--- src/rtl/lc3_writeback.sv ---
// lc3_writeback -- LC-3 writeback stage.
//   Selects the writeback value (aluout / memout / pcout) and commits it into
//   the REG_CNT x DATA_W register file. On each commit it also updates the
//   NZP status and increments a free-running (wrapping) commit counter. It
//   serves two combinational read ports back to decode/execute.
// Ports:
//   clock, reset          rising-edge clock, async active-low reset
//   enable_writeback      qualifies a writeback this cycle
//   W_control_in[1:0]     0=aluout 1=memout 2=pcout 3=reserved (no commit)
//   aluout/pcout/memout   candidate writeback values
//   dr, sr1, sr2          destination / read-port register indices
//   VSR1, VSR2            R[sr1], R[sr2]
//   psr[2:0]              {N,Z,P} of the last committed value
//   wb_count              number of committed writebacks (wraps)
// Configuration macro: LC3_WB_BYPASS_EN -- forward wb_data to a read port
//   whose index matches dr during a commit cycle.
module lc3_writeback #(
  parameter  int DATA_W  = 16,
  parameter  int REG_CNT = 8,
  parameter  int CNT_W   = 16,
  localparam int IDX_W   = $clog2(REG_CNT)
) (
  input  logic              clock,
  input  logic              reset,
  input  logic              enable_writeback,
  input  logic [1:0]        W_control_in,
  input  logic [DATA_W-1:0] aluout,
  input  logic [DATA_W-1:0] pcout,
  input  logic [DATA_W-1:0] memout,
  input  logic [IDX_W-1:0]  dr,
  input  logic [IDX_W-1:0]  sr1,
  input  logic [IDX_W-1:0]  sr2,
  output logic [DATA_W-1:0] VSR1,
  output logic [DATA_W-1:0] VSR2,
  output logic [2:0]        psr,
  output logic [CNT_W-1:0]  wb_count
);

  logic [DATA_W-1:0] regs [REG_CNT];
  logic [DATA_W-1:0] wb_data;
  logic              commit;

  function automatic logic [2:0] nzp(input logic [DATA_W-1:0] v);
    if (v[DATA_W-1])  return 3'b100;
    else if (v == '0) return 3'b010;
    else              return 3'b001;
  endfunction

  // Select 3 never commits, so its mux value is a don't-care; drive zero.
  always_comb begin
    wb_data = '0;
    case (W_control_in)
      2'd0:    wb_data = aluout;
      2'd1:    wb_data = memout;
      2'd2:    wb_data = pcout;
      default: wb_data = '0;
    endcase
  end

  assign commit = enable_writeback && (W_control_in != 2'd3);

  always_ff @(posedge clock or negedge reset) begin
    if (!reset) begin
      for (int i = 0; i < REG_CNT; i++) regs[i] <= '0;
      psr      <= 3'b000;
      wb_count <= '0;
    end else if (commit) begin
      regs[dr] <= wb_data;
      psr      <= nzp(wb_data);
      wb_count <= wb_count + 1'b1;
    end
  end

`ifdef LC3_WB_BYPASS_EN
  // Write-through forwarding: a same-cycle reader of dr sees the new value.
  assign VSR1 = (commit && (sr1 == dr)) ? wb_data : regs[sr1];
  assign VSR2 = (commit && (sr2 == dr)) ? wb_data : regs[sr2];
`else
  assign VSR1 = regs[sr1];
  assign VSR2 = regs[sr2];
`endif

endmodule
--- config.mk ---
export PLATFORM = sky130hd
export DESIGN_NAME = lc3_writeback
export DESIGN_NICKNAME = d
export VERILOG_FILES = /design/src/rtl/lc3_writeback.sv
export SDC_FILE = /design/constraint.sdc
export NUM_CORES = 1
export LEC_CHECK = 0
export ABC_CLOCK_PERIOD_IN_PS = 5300
export CAP_MARGIN = 20
export CORE_AREA = 2 2 107 129
export DETAILED_ROUTE_END_ITERATION = 8
export DIE_AREA = 0 0 109 131
export GPL_TIMING_DRIVEN = 0
export PLACE_DENSITY = 0.95
export SLEW_MARGIN = 10
export SYNTH_ARGS = -nofsm -noshare
export SYNTH_HDL_FRONTEND = slang
export SYNTH_SLANG_ARGS = --single-unit
export TNS_END_PERCENT = 100
--- constraint.sdc ---
create_clock -name clock -period 5.3 [get_ports clock]
set_clock_uncertainty 0.1 [all_clocks]
set_input_delay 0.795 -clock clock [delete_from_list [all_inputs] [get_ports clock]]
set_output_delay 0.795 -clock clock [all_outputs]
set_load 0.05 [all_outputs]
==> impl_metrics.py <==
metrics = {
    "grt": {
        "grt_pass1_vias": 7068,
        "grt_first_pass_wirelength_um": 38500,
        "grt_start_max_net_pins": 81,
        "antenna_found_initial": 0,
        "grt_usage_pct": 37.1,
        "overflow": 0,
    },
    "die": {
        "fp.dieArea_um2": 14300,
        "num_io_pins": 113,
        "start_util_pct": 57.9,
        "num_rows": 46,
        "die_h_um": 131,
        "core_region_area_um2": 13100,
        "dieWidth_um": 109,
    },
    "finish": {
        "fin_nets": 838,
        "ff_latch_area_um2": 3680,
        "multi_input_area_um2": 3650,
        "fill_cells": 804,
        "antenna_cells": 0,
        "areaGrowthSynthToFinish_pct": 26.2,
        "drive_gt1_share_pct": 17.4,
    },
    "detailed_routing": {
        "avgRoutedWirePerCell_um": 26.1,
        "drcViolationCount": 6,
        "wirelength_um": 24900,
        "postRouteAntennaNets": 0,
        "firstDrtPassIters": 9,
        "drtIter0Drc": 1060,
        "vias": 6763,
        "viasPerCell": 7.08,
    },
    "clocking": {
        "hold_buffers": 0,
        "cts.htree.levels": 4,
        "cts_sinks": 147,
        "clock_latency_ns": 0.43,
        "ctsResizeCount": 0,
        "post_cts_buffers": 0,
        "cts_root_buffer": "clkbuf_16",
        "clockBufferDepth": 2,
        "clk_pin_slew_ns": 0.06,
        "numCtsBuffers": 17,
        "cts_tree": "built",
    },
    "synth": {
        "yosysWarnings": 0,
        "syn-num-nets": 709,
        "yosysTopAreaCellShare_pct": 48.7,
        "synth.avg_cell_area_um2": 11.7,
        "synth_cell_types": 31,
        "yosys-top-cells-area": "dfrtp_1 49%, mux4_2 19%, mux2_2 4.9%, a21oi_1 4.2%, o21ai_0 4.2%",
        "ys_ff_latch": 147,
        "syn_inst": 646,
        "ys_seq_area_share_pct": 48.7,
        "yosys.area.top_type": "dfrtp_1",
        "synth_area_um2": 7560,
    },
    "sta": {
        "post-route-period-util_pct": 83.6,
        "max_freq_ghz": 0.226,
        "worst_pin_slew_ns": 1.03,
        "fin_setup_tns_ns": 0,
        "slew_headroom_pct": 31.4,
        "rsz0062_at_grt": "false",
        "finalHoldViolCount": 0,
        "maxSlewViolCount": 0,
        "finalSetupViolations": 0,
        "min_period_ns": 4.43,
        "whs_ns": 0.191,
    },
    "setup_path": {
        "cp_slowest_cell": "clkdlybuf4s50_1",
        "critPathBufInv": 3,
        "cp_cell_sequence": "clkdlybuf4s50_1 > clkbuf_1 > mux4_2 > mux2_2 > clkdlybuf4s50_1",
        "timing.rr.start": "wb_count[3]$_DFFE_PN0P_",
        "startpoint_type": "input port",
        "critPathKind": "input port to primary output",
        "cp-startpoint": "sr2[1]",
        "crit_top_cell": "clkdlybuf4s50_1",
        "required_ns": 4.41,
        "max_stage_delay_ns": 0.72,
        "cp_top_family": "buffers and inverters",
        "end_kind": "primary output",
        "cp_max_fo": 10,
        "crit_arrival_ns": 3.53,
        "regToRegSetupSlack_ns": 3.51,
    },
    "outcome": {
        "status": "finished with violations",
        "violations": "DRC",
    },
    "power_and_ir_drop": {
        "p_leak_nw": 3.94,
        "power_density_nw_per_um2": 450,
        "ir_worst_vdd_uv": 270,
    },
    "hold_path": {
        "hp-class": "input port to asynchronous set/reset pin",
    },
    "place": {
        "dp_hpwl_um": 15600,
        "port_buffers": 106,
        "place_congestion": 0.903,
    },
    "run": {
        "cap_violations": 0,
    },
}
## final timing paths
check	cells past startpoint	end
worst max-delay path	5	VSR2[5]
max in group asynchronous	2	regs[66]$_DFFE_PN0P_
worst min register to register	1	wb_count[15]$_DFFE_PN0P_
min in group clock	1	wb_count[15]$_DFFE_PN0P_
worst max register to register	5	wb_count[15]$_DFFE_PN0P_
worst min-delay path	1	regs[60]$_DFFE_PN0P_
## where the power goes
group / total (mW) / switching [mW] / internal, mW
Clock: 1.35 / 0.474 / 0.877
Combinational: 1.36 / 0.768 / 0.589
Sequential: 1.59 / 0.221 / 1.37
## cell usage after synthesis
| cell type | count |
|---|---|
| nor3b_1 | 2 |
| a21oi_1 | 64 |
| a2bb2oi_1 | 16 |
| buf_6 | 5 |
| nand4b_1 | 2 |
| nor2b_1 | 1 |
| mux2_2 | 33 |
| buf_1 | 8 |
| ha_1 | 1 |
| nor2b_4 | 1 |
| nand4_1 | 8 |
| a21boi_2 | 1 |
| xnor2_1 | 9 |
| a31o_1 | 1 |
| nand2_1 | 70 |
| nor4_1 | 2 |
| mux2i_1 | 16 |
| or4_1 | 1 |
| o21a_1 | 1 |
| nand3_1 | 8 |
| dfrtp_1 | 147 |
| and3_1 | 2 |
| o22ai_1 | 1 |
| xor2_1 | 6 |
| clkbuf_1 | 37 |
| o21ai_0 | 64 |
| nor2_1 | 70 |
| nor3_1 | 2 |
| inv_1 | 2 |
| nand2b_1 | 1 |
| mux4_2 | 64 |
## cell usage in the layout (no fill, tap or decap), types with 6 or more instances in the layout
cell,n
mux2_2,33
nor2_1,70
bufinv_16,6
nand4_1,8
nand2_1,70
a21oi_1,64
clkbuf_1,40
clkbuf_16,17
mux2i_1,16
clkdlybuf4s50_1,105
buf_1,8
a2bb2oi_1,16
buf_6,7
mux4_2,64
dfrtp_1,147
xor2_1,6
xnor2_1,9
nand3_1,8
o21ai_0,64
## layer usage
layer / vias to the layer above / GRT usage [%] / share of wire, % / wire [µm]
li1: 2630 / - / - / -
met1: 3271 / 44.8 / 33 / 8170
met2: 674 / 57.4 / 48 / 11900
met3: 188 / 13.0 / 13 / 3160
met4: 0 / 22.7 / 6.8 / 1700
met5: - / 0.714 / 0 / 0
## final cells by class
cell class                 count  area share, %
clock buffer                  20           4.58
sequential                   147           38.6
clock inverter                11           2.19
buffer                        50           2.36
tap                          168           2.20
inverter                       2         0.0787
multi-input combinational    447           38.2
timing repair buffer         110           11.8
## registers in the layout, indices dropped and copies added, names as in the netlist
| register | cells |
|---|---|
| wb_count | 16 |
| regs | 128 |
| psr | 3 |
## worst register-to-register path, stage by stage, from the launching register on
cell	delay, ns
dfrtp_1	0.42
and3_1	0.23
nand3_1	0.20
nor3_1	0.44
nand3_1	0.16
xnor2_1	0.14
## logic make-up after synthesis
logic type	Yosys count	share of synthesized area, %
buf+inv	52	3.08
compound gates	148	10.8
fa+ha+maj	1	0.165
flops	147	48.7
xor+xnor	15	1.74
simple gates	170	9.48
mux	113	26.1
## through the flow
step	utilization [%]	instance area [µm²]	std cells	setup slack, ns	power (mW)
2_1_floorplan	-	7560	646	1.90	2.43
3_3_place_gp	67.6	8830	920	-2.37	2.82
3_5_place_dp	67.8	8860	921	0.905	2.89
4_1_cts	72.8	9510	952	0.875	4.25
5_1_grt	73.0	9540	955	0.742	4.43
6_report	73.0	9540	955	0.872	4.30
No activity file was read; power rests on OpenSTA's default activity.
